`src/rtl/udma_uart_rx.sv`:
```
// uDMA UART receive engine: line synchroniser, frame FSM and
// valid/ready byte delivery with parity, overflow and frame errors.
module udma_uart_rx (
    input  logic        clk_i,
    input  logic        rstn_i,
    input  logic        rx_i,
    input  logic        cfg_en_i,
    input  logic [15:0] cfg_div_i,
    input  logic        cfg_parity_en_i,
    input  logic [1:0]  cfg_bits_i,
    input  logic        cfg_stop_bits_i,
    output logic        busy_o,
    output logic [7:0]  rx_data_o,
    output logic        rx_valid_o,
    input  logic        rx_ready_i,
    output logic        err_parity_o,
    output logic        err_overflow_o,
    output logic        err_frame_o
);

    typedef enum logic [2:0] {
        IDLE,
        START,
        DATA,
        PARITY,
        STOP
    } state_t;

    state_t      state;
    logic        sync1;
    logic        sync2;
    logic        prev;
    logic [15:0] cnt;
    logic [15:0] div_q;
    logic [1:0]  bits_q;
    logic        par_q;
    logic        stop2_q;
    logic        stop_idx;
    logic [2:0]  idx;
    logic [7:0]  shreg;
    logic        par_err;

    logic [15:0] d_eff;
    logic        fall;
    logic        hit;
    logic        last_bit;

    assign d_eff    = (div_q < 16'd3) ? 16'd3 : div_q;
    assign fall     = prev & ~sync2;
    assign hit      = (cnt == d_eff);
    assign last_bit = (idx == {1'b1, bits_q});

    always_ff @(posedge clk_i or negedge rstn_i) begin
        if (!rstn_i) begin
            sync1 <= 1'b1;
            sync2 <= 1'b1;
            prev  <= 1'b1;
        end else begin
            sync1 <= rx_i;
            sync2 <= sync1;
            prev  <= sync2;
        end
    end

    always_ff @(posedge clk_i or negedge rstn_i) begin
        if (!rstn_i) begin
            state          <= IDLE;
            cnt            <= 16'd0;
            div_q          <= 16'd0;
            bits_q         <= 2'd0;
            par_q          <= 1'b0;
            stop2_q        <= 1'b0;
            stop_idx       <= 1'b0;
            idx            <= 3'd0;
            shreg          <= 8'd0;
            par_err        <= 1'b0;
            busy_o         <= 1'b0;
            rx_data_o      <= 8'd0;
            rx_valid_o     <= 1'b0;
            err_parity_o   <= 1'b0;
            err_overflow_o <= 1'b0;
            err_frame_o    <= 1'b0;
        end else begin
            err_parity_o   <= 1'b0;
            err_overflow_o <= 1'b0;
            err_frame_o    <= 1'b0;
            if (rx_valid_o && rx_ready_i)
                rx_valid_o <= 1'b0;
            if (!cfg_en_i) begin
                state      <= IDLE;
                busy_o     <= 1'b0;
                cnt        <= 16'd0;
                rx_valid_o <= 1'b0;
            end else begin
                unique case (state)
                    IDLE: begin
                        // the detection cycle counts as tick 0
                        if (fall) begin
                            state    <= START;
                            busy_o   <= 1'b1;
                            cnt      <= 16'd1;
                            div_q    <= cfg_div_i;
                            bits_q   <= cfg_bits_i;
                            par_q    <= cfg_parity_en_i;
                            stop2_q  <= cfg_stop_bits_i;
                            stop_idx <= 1'b0;
                            idx      <= 3'd0;
                            shreg    <= 8'd0;
                            par_err  <= 1'b0;
                        end
                    end
                    START: begin
                        if (cnt == (d_eff >> 1)) begin
                            cnt <= 16'd0;
                            if (!sync2) begin
                                state <= DATA;
                            end else begin
                                state  <= IDLE;
                                busy_o <= 1'b0;
                            end
                        end else begin
                            cnt <= cnt + 16'd1;
                        end
                    end
                    DATA: begin
                        if (hit) begin
                            cnt        <= 16'd0;
                            shreg[idx] <= sync2;
                            if (last_bit)
                                state <= par_q ? PARITY : STOP;
                            else
                                idx <= idx + 3'd1;
                        end else begin
                            cnt <= cnt + 16'd1;
                        end
                    end
                    PARITY: begin
                        if (hit) begin
                            cnt     <= 16'd0;
                            par_err <= (^shreg) ^ sync2;
                            state   <= STOP;
                        end else begin
                            cnt <= cnt + 16'd1;
                        end
                    end
                    STOP: begin
                        if (hit) begin
                            cnt <= 16'd0;
                            if (!sync2) begin
                                err_frame_o <= 1'b1;
                                state       <= IDLE;
                                busy_o      <= 1'b0;
                            end else if (stop2_q && !stop_idx) begin
                                stop_idx <= 1'b1;
                            end else begin
                                state  <= IDLE;
                                busy_o <= 1'b0;
                                if (!rx_valid_o || rx_ready_i) begin
                                    rx_data_o    <= shreg;
                                    rx_valid_o   <= 1'b1;
                                    err_parity_o <= par_err;
                                end else begin
                                    err_overflow_o <= 1'b1;
                                end
                            end
                        end else begin
                            cnt <= cnt + 16'd1;
                        end
                    end
                    default: begin
                        state  <= IDLE;
                        busy_o <= 1'b0;
                        cnt    <= 16'd0;
                    end
                endcase
            end
        end
    end

endmodule

```
`config.mk`:
```
export PLATFORM = sky130hd
export DESIGN_NAME = udma_uart_rx
export DESIGN_NICKNAME = d
export VERILOG_FILES = /design/src/rtl/udma_uart_rx.sv
export SDC_FILE = /design/constraint.sdc
export NUM_CORES = 1
export LEC_CHECK = 0
export CAP_MARGIN = 20
export CORE_ASPECT_RATIO = 0.9
export CORE_MARGIN = 3
export CORE_UTILIZATION = 35
export DETAILED_ROUTE_END_ITERATION = 12
export GPL_ROUTABILITY_DRIVEN = 0
export GPL_TIMING_DRIVEN = 1
export PLACE_DENSITY = 0.52
export RECOVER_POWER = 50
export SLEW_MARGIN = 15
export SYNTH_ARGS = -nofsm -noshare
export SYNTH_HDL_FRONTEND = slang
export SYNTH_SLANG_ARGS = --single-unit
export TNS_END_PERCENT = 50
```
`constraint.sdc`:
```
create_clock -name clk_i -period 2.8 [get_ports clk_i]
set_input_delay 0.56 -clock clk_i [delete_from_list [all_inputs] [get_ports clk_i]]
set_output_delay 0.56 -clock clk_i [all_outputs]
set_load 0.01 [all_outputs]
```
== Word level (Yosys, flattened, before mapping) ==
Index checks and enable logic that the tools add are counted.

* $mul: 0
* Reductions and logical operators: 21
* Mux-type cells: 66
* Equal/unequal tests: 23
* Div/mod/pow operators: 0
* Magnitude comparators: 3
* Shift-type cells: 0
* Bitwise operators: 4
* Add/subtract/negate cells: 2

{| class="wikitable"
|+ Operator list
! kind !! count
|-
| $mux W16 || 5
|-
| $pmux W16 S3 || 1
|-
| $mux W3 || 13
|-
| $mux W1 || 36
|-
| $ne A3 B3 Y1 const B || 7
|-
| $reduce_and A6 Y1 || 3
|-
| $add A16 B1 Y16 const B || 1
|-
| $eq A16 B15 Y1 || 1
|-
| $eq A16 B16 Y1 || 1
|-
| $lt A16 B2 Y1 const B || 1
|-
| $mux W8 || 2
|-
| $ne A2 B2 Y1 const B || 8
|-
| $pmux W8 S2 || 1
|-
| $pmux W3 S5 || 1
|-
| $bwmux W8 || 1
|-
| $reduce_and A4 Y1 || 2
|-
| $reduce_xor A8 Y1 || 1
|-
| $reduce_and A7 Y1 || 1
|-
| $eq A3 B2 Y1 const B || 2
|-
| $pmux W3 S2 || 1
|-
| $reduce_bool A2 Y1 || 3
|-
| $reduce_and A5 Y1 || 1
|-
| $lt A3 B4 Y1 const B || 1
|-
| $ne A4 B4 Y1 const B || 1
|-
| other kinds (19) || 24
|}

* Memories: 0
* Flip-flop bits (word level): 68
* Latch bits: 0
* Output and inout port bits: 13
* Bits in read-only memories: 0
* RAM bits: 0

== Logic depth before layout (Yosys ltp) ==
* Depth in word-level cells: 8
* Gate-level depth with buffers: 8
* Depth with buffers taken out: 7

== Worst setup path before layout ==
Ideal clock, no wire load.

* Path kind: register -> register
* From: reg cnt[10]
* To: reg rx_data_o[0]
* Required time: 2,675 ps
* Period minus slack after synthesis: 2,233 ps
* Path slack: 567 ps
* Data arrival time: 2,108 ps
* Path buffers: 2
* Library setup time: 125 ps
* Stages on the path, launching flop included: 9
* Cells stage by stage: dfrtp_1 clkbuf_1 xnor2_1 nand4_1 nor4_4 nand2_4 or3_1 buf_6 mux2_4

* Word-level cells in the longest chain between the ends: 2

{| class="wikitable"
|+ RTL lines
! item !! RTL line !! RTL
|-
| start, declared || 33 || <nowiki>logic [15:0] cnt;</nowiki>
|-
| start signal, assigned || 122 || <nowiki>cnt <= cnt + 16'd1;</nowiki>
|-
| start signal, assigned || 134 || <nowiki>cnt <= cnt + 16'd1;</nowiki>
|-
| start signal, assigned || 143 || <nowiki>cnt <= cnt + 16'd1;</nowiki>
|-
| $eq A16 B16 Y1 || 50 || <nowiki>assign hit = (cnt == d_eff);</nowiki>
|-
| $reduce_and A6 Y1 (no line) || n/a ||
|-
| end signal, assigned || 159 || <nowiki>rx_data_o <= shreg;</nowiki>
|-
| end, declared || 13 || <nowiki>output logic [7:0] rx_data_o,</nowiki>
|}

Every way passes these cells.
A chain may end at the register's enable or synchronous reset.

== Final worst setup path ==
* From: reg div_q[10]
* To: reg rx_data_o[1]

* Word-level cells in the longest chain between the ends: 4

{| class="wikitable"
|+ RTL lines
! item !! RTL line !! RTL
|-
| start, declared || 34 || <nowiki>logic [15:0] div_q;</nowiki>
|-
| start signal, assigned || 102 || <nowiki>div_q <= cfg_div_i;</nowiki>
|-
| $lt A16 B2 Y1 || 48 || <nowiki>assign d_eff = (div_q < 16'd3) ? 16'd3 : div_q;</nowiki>
|-
| $mux W16 * || 48 ||
|-
| $eq A16 B16 Y1 * || 50 ||
|-
| $reduce_and A6 Y1 (no line) * || n/a ||
|}

Every way passes the cells marked *; elsewhere a longest branch is shown, timed or not.

==> impl_metrics.json <==
{
  "synthCells": 436,
  "tritoncts": "built",
  "syn_nets": 463,
  "peakVddDrop_v": 0.000255,
  "p_per_area_nw_per_um2": 561,
  "pin_count": 38,
  "post-place-ws_ps": 186,
  "yosysWarnings": 0,
  "tns_ps": 0,
  "synth-seq-cells": 68,
  "critPathSlowestCell": "or3_1",
  "syn_area_um2": 3940,
  "clockRootBuffer": "clkbuf_16",
  "outcome": "finished with violations",
  "fin_crit_ps": 2520,
  "crit_fanout": 9,
  "post_drt_via_cell_ratio": 5.13,
  "antenna_cells": 0,
  "skew_ps": 5.90,
  "ctsHoldBuffers": 0,
  "rows": 36,
  "maxCapViolCount": 1,
  "numPortBuffers": 37,
  "hold_start": "sync1",
  "detail_route.wl_per_cell_um": 15.1,
  "max_stage_delay_ps": 610,
  "setup_ws_ps": 282,
  "hold_viol_final": 0,
  "core_um2": 10900,
  "drv_slew": 69,
  "wl_mm": 9.43,
  "fmax_mhz": 397,
  "power.leakage_nw": 2.13,
  "drt_iter0_drc": 189,
  "clockBufferDepth": 2,
  "ys_top_cells_by_count": "109 x nand2_1, 65 x dfrtp_1, 28 x xnor2_1",
  "crit_type": "reg2reg",
  "end_kind": "flip-flop",
  "hold_depth": 0,
  "yosysUniqueCellTypes": 53,
  "start_kind": "flip-flop",
  "final_antenna_net_count": 0,
  "fp.dieW_um": 118,
  "dieArea_um2": 12600,
  "cts_setup_buffers": 0,
  "reg2reg_from": "div_q[10]",
  "total_power_mw": 2.67,
  "clk-insertion-delay-late_ps": 340,
  "place_area_um2": 4470,
  "hpwl_mm": 6.71,
  "setup_viol": 0,
  "rsz0062_at_grt": "no",
  "syn_area_per_cell_um2": 9.03,
  "ys_top_cells_by_area": "dfrtp_1 41%, nand2_1 10%, xnor2_1 6.2%",
  "ys.flop_type": "dfrtp_1",
  "dieHeight_um": 107,
  "initial_core_util_pct": 36.1,
  "cp.required_ps": 3020,
  "nets": 495,
  "hold_ws_ps": 364,
  "crit_start": "div_q[10]",
  "grt_pass1_vias": 3097,
  "ys_async_sr_fraction_pct": 100,
  "post-synth-top-count-cell": "nand2_1",
  "synth_edf_count": 0,
  "drc": 0,
  "drive_gt1_share_pct": 11.0,
  "synth_top_area_cell": "dfrtp_1",
  "grt_max_degree": 69,
  "area_growth_syn_to_layout_pct": 20.9,
  "grt_usage_pct": 16.2,
  "cts_made_buffers": 9,
  "clkSinkCount": 68,
  "tightestPinTransition_ps": 1690,
  "crit_chain": "nor4_2, a41oi_1, o22ai_2, nand2_4, or3_1, mux2_4",
  "hold_path_class": "reg2reg",
  "dr.pass1.iters": 4,
  "overflow": 0,
  "slew_headroom_pct": -12.5,
  "vias": 3205,
  "netlist.area_leader.share_pct": 41.3,
  "grt_pass1_wl_mm": 16.2,
  "fin_crit_sh_pct": 89.9,
  "arrival_ps": 2740,
  "violations": "max-capacitance violations, max-slew violations",
  "worst_r2r_path_depth": 6,
  "antenna_found_initial": 0,
  "path_clk_slew_ps": 60,
  "post_cts_resized": 0,
  "ys_seq_area_share_pct": 43.3,
  "final_cell_area_um2": 4760,
  "rrSetupSlack_ps": 280,
  "h-tree-depth": 3
}
## logic make-up after synthesis
group	count (synthesis)	share of synthesized area [%]
muxes	10	3.59
AOI/OAI and AO/OA	77	13.5
buffers and inverters	38	4.42
xor gates and xnor gates	40	9.44
DFF	68	43.3
adders and majority gates	2	0.636
and+or+nand+nor	201	25.1
## registers in the layout (all words and copies together), names as in the netlist
| name | cells |
|---|---|
| bits_q | 2 |
| err_frame_o | 1 |
| err_parity_o | 1 |
| sync1 | 1 |
| rx_valid_o | 1 |
| sync2 | 1 |
| cnt | 16 |
| shreg | 8 |
| busy_o | 1 |
| par_err | 1 |
| div_q | 16 |
| stop_idx | 1 |
| par_q | 1 |
| stop2_q | 1 |
| state | 3 |
| err_overflow_o | 1 |
| rx_data_o | 8 |
| prev | 1 |
| idx | 3 |
## worst paths after layout
| path | to |
|---|---|
| setup / recovery | rx_data_o[1] |
| hold / removal | sync2 |
| setup reg to reg | rx_data_o[1] |
| hold reg to reg | sync2 |
| max in group asynchronous | state[2] |
| min in group asynchronous | cnt[10] |
## cell usage in the layout (no fill, tap or decap), drive strengths merged, types with 5 or more instances in the layout
master | Yosys | final
o221ai | 12 | 12
dfrtp | 65 | 65
clkbuf | 23 | 13
nor3 | 10 | 10
nand4 | 11 | 11
inv | 7 | 7
nor2b | 8 | 8
nand2 | 110 | 110
nor2 | 18 | 18
and2 | 12 | 12
xnor2 | 29 | 29
mux2 | 9 | 9
nor4 | 7 | 7
nand2b | 5 | 5
nand3 | 6 | 6
o31ai | 7 | 7
a21oi | 8 | 8
xor2 | 10 | 10
buf | 8 | 15
clkdlybuf4s50 | 0 | 32
o21ai | 23 | 23
## metal layers
layer | GRT usage (%) | share of wire (%) | up-vias | wire length (um)
met3 | 3.74 | 4.2 | 14 | 396
met1 | 23.8 | 51 | 1552 | 4830
met4 | 6.86 | 1.9 | 0 | 178
met5 | 0 | 0 | - | 0
li1 | - | - | 1575 | -
met2 | 22.9 | 43 | 64 | 4030
## power breakdown
part / total, mW / internal [mW] / switching [mW]
clock: 1.16 / 0.735 / 0.426
sequential: 1.16 / 1.05 / 0.107
combinational: 0.353 / 0.169 / 0.184
total: 2.67 / 1.95 / 0.717
## layout make-up
| type | instances | area, um2 |
|---|---|---|
| clock buffers | 12 | 256 |
| clock inverters | 4 | 47.5 |
| fillers | 1114 | 6140 |
| inverters | 7 | 26.3 |
| multi-input cells | 330 | 2060 |
| flip-flops and latches | 68 | 1710 |
| well taps | 152 | 190 |
| repair buffers | 52 | 475 |
## critical path, delay by kind of cell (launching register included)
kind | cells | cell delay (ps)
AND/OR/NAND/NOR | 3 | 1050
AO/OA/AOI/OAI | 2 | 540
flip-flops | 1 | 440
multiplexers | 1 | 380
## per-stage QoR
stage               instances  util (%)
floorplan                 436         -
global placement          609      41.0
detailed placement        609      41.0
CTS                       625      43.8
global route              625      43.6
finish                    625      43.6
Note: power is estimated with default switching activity, not from simulation.
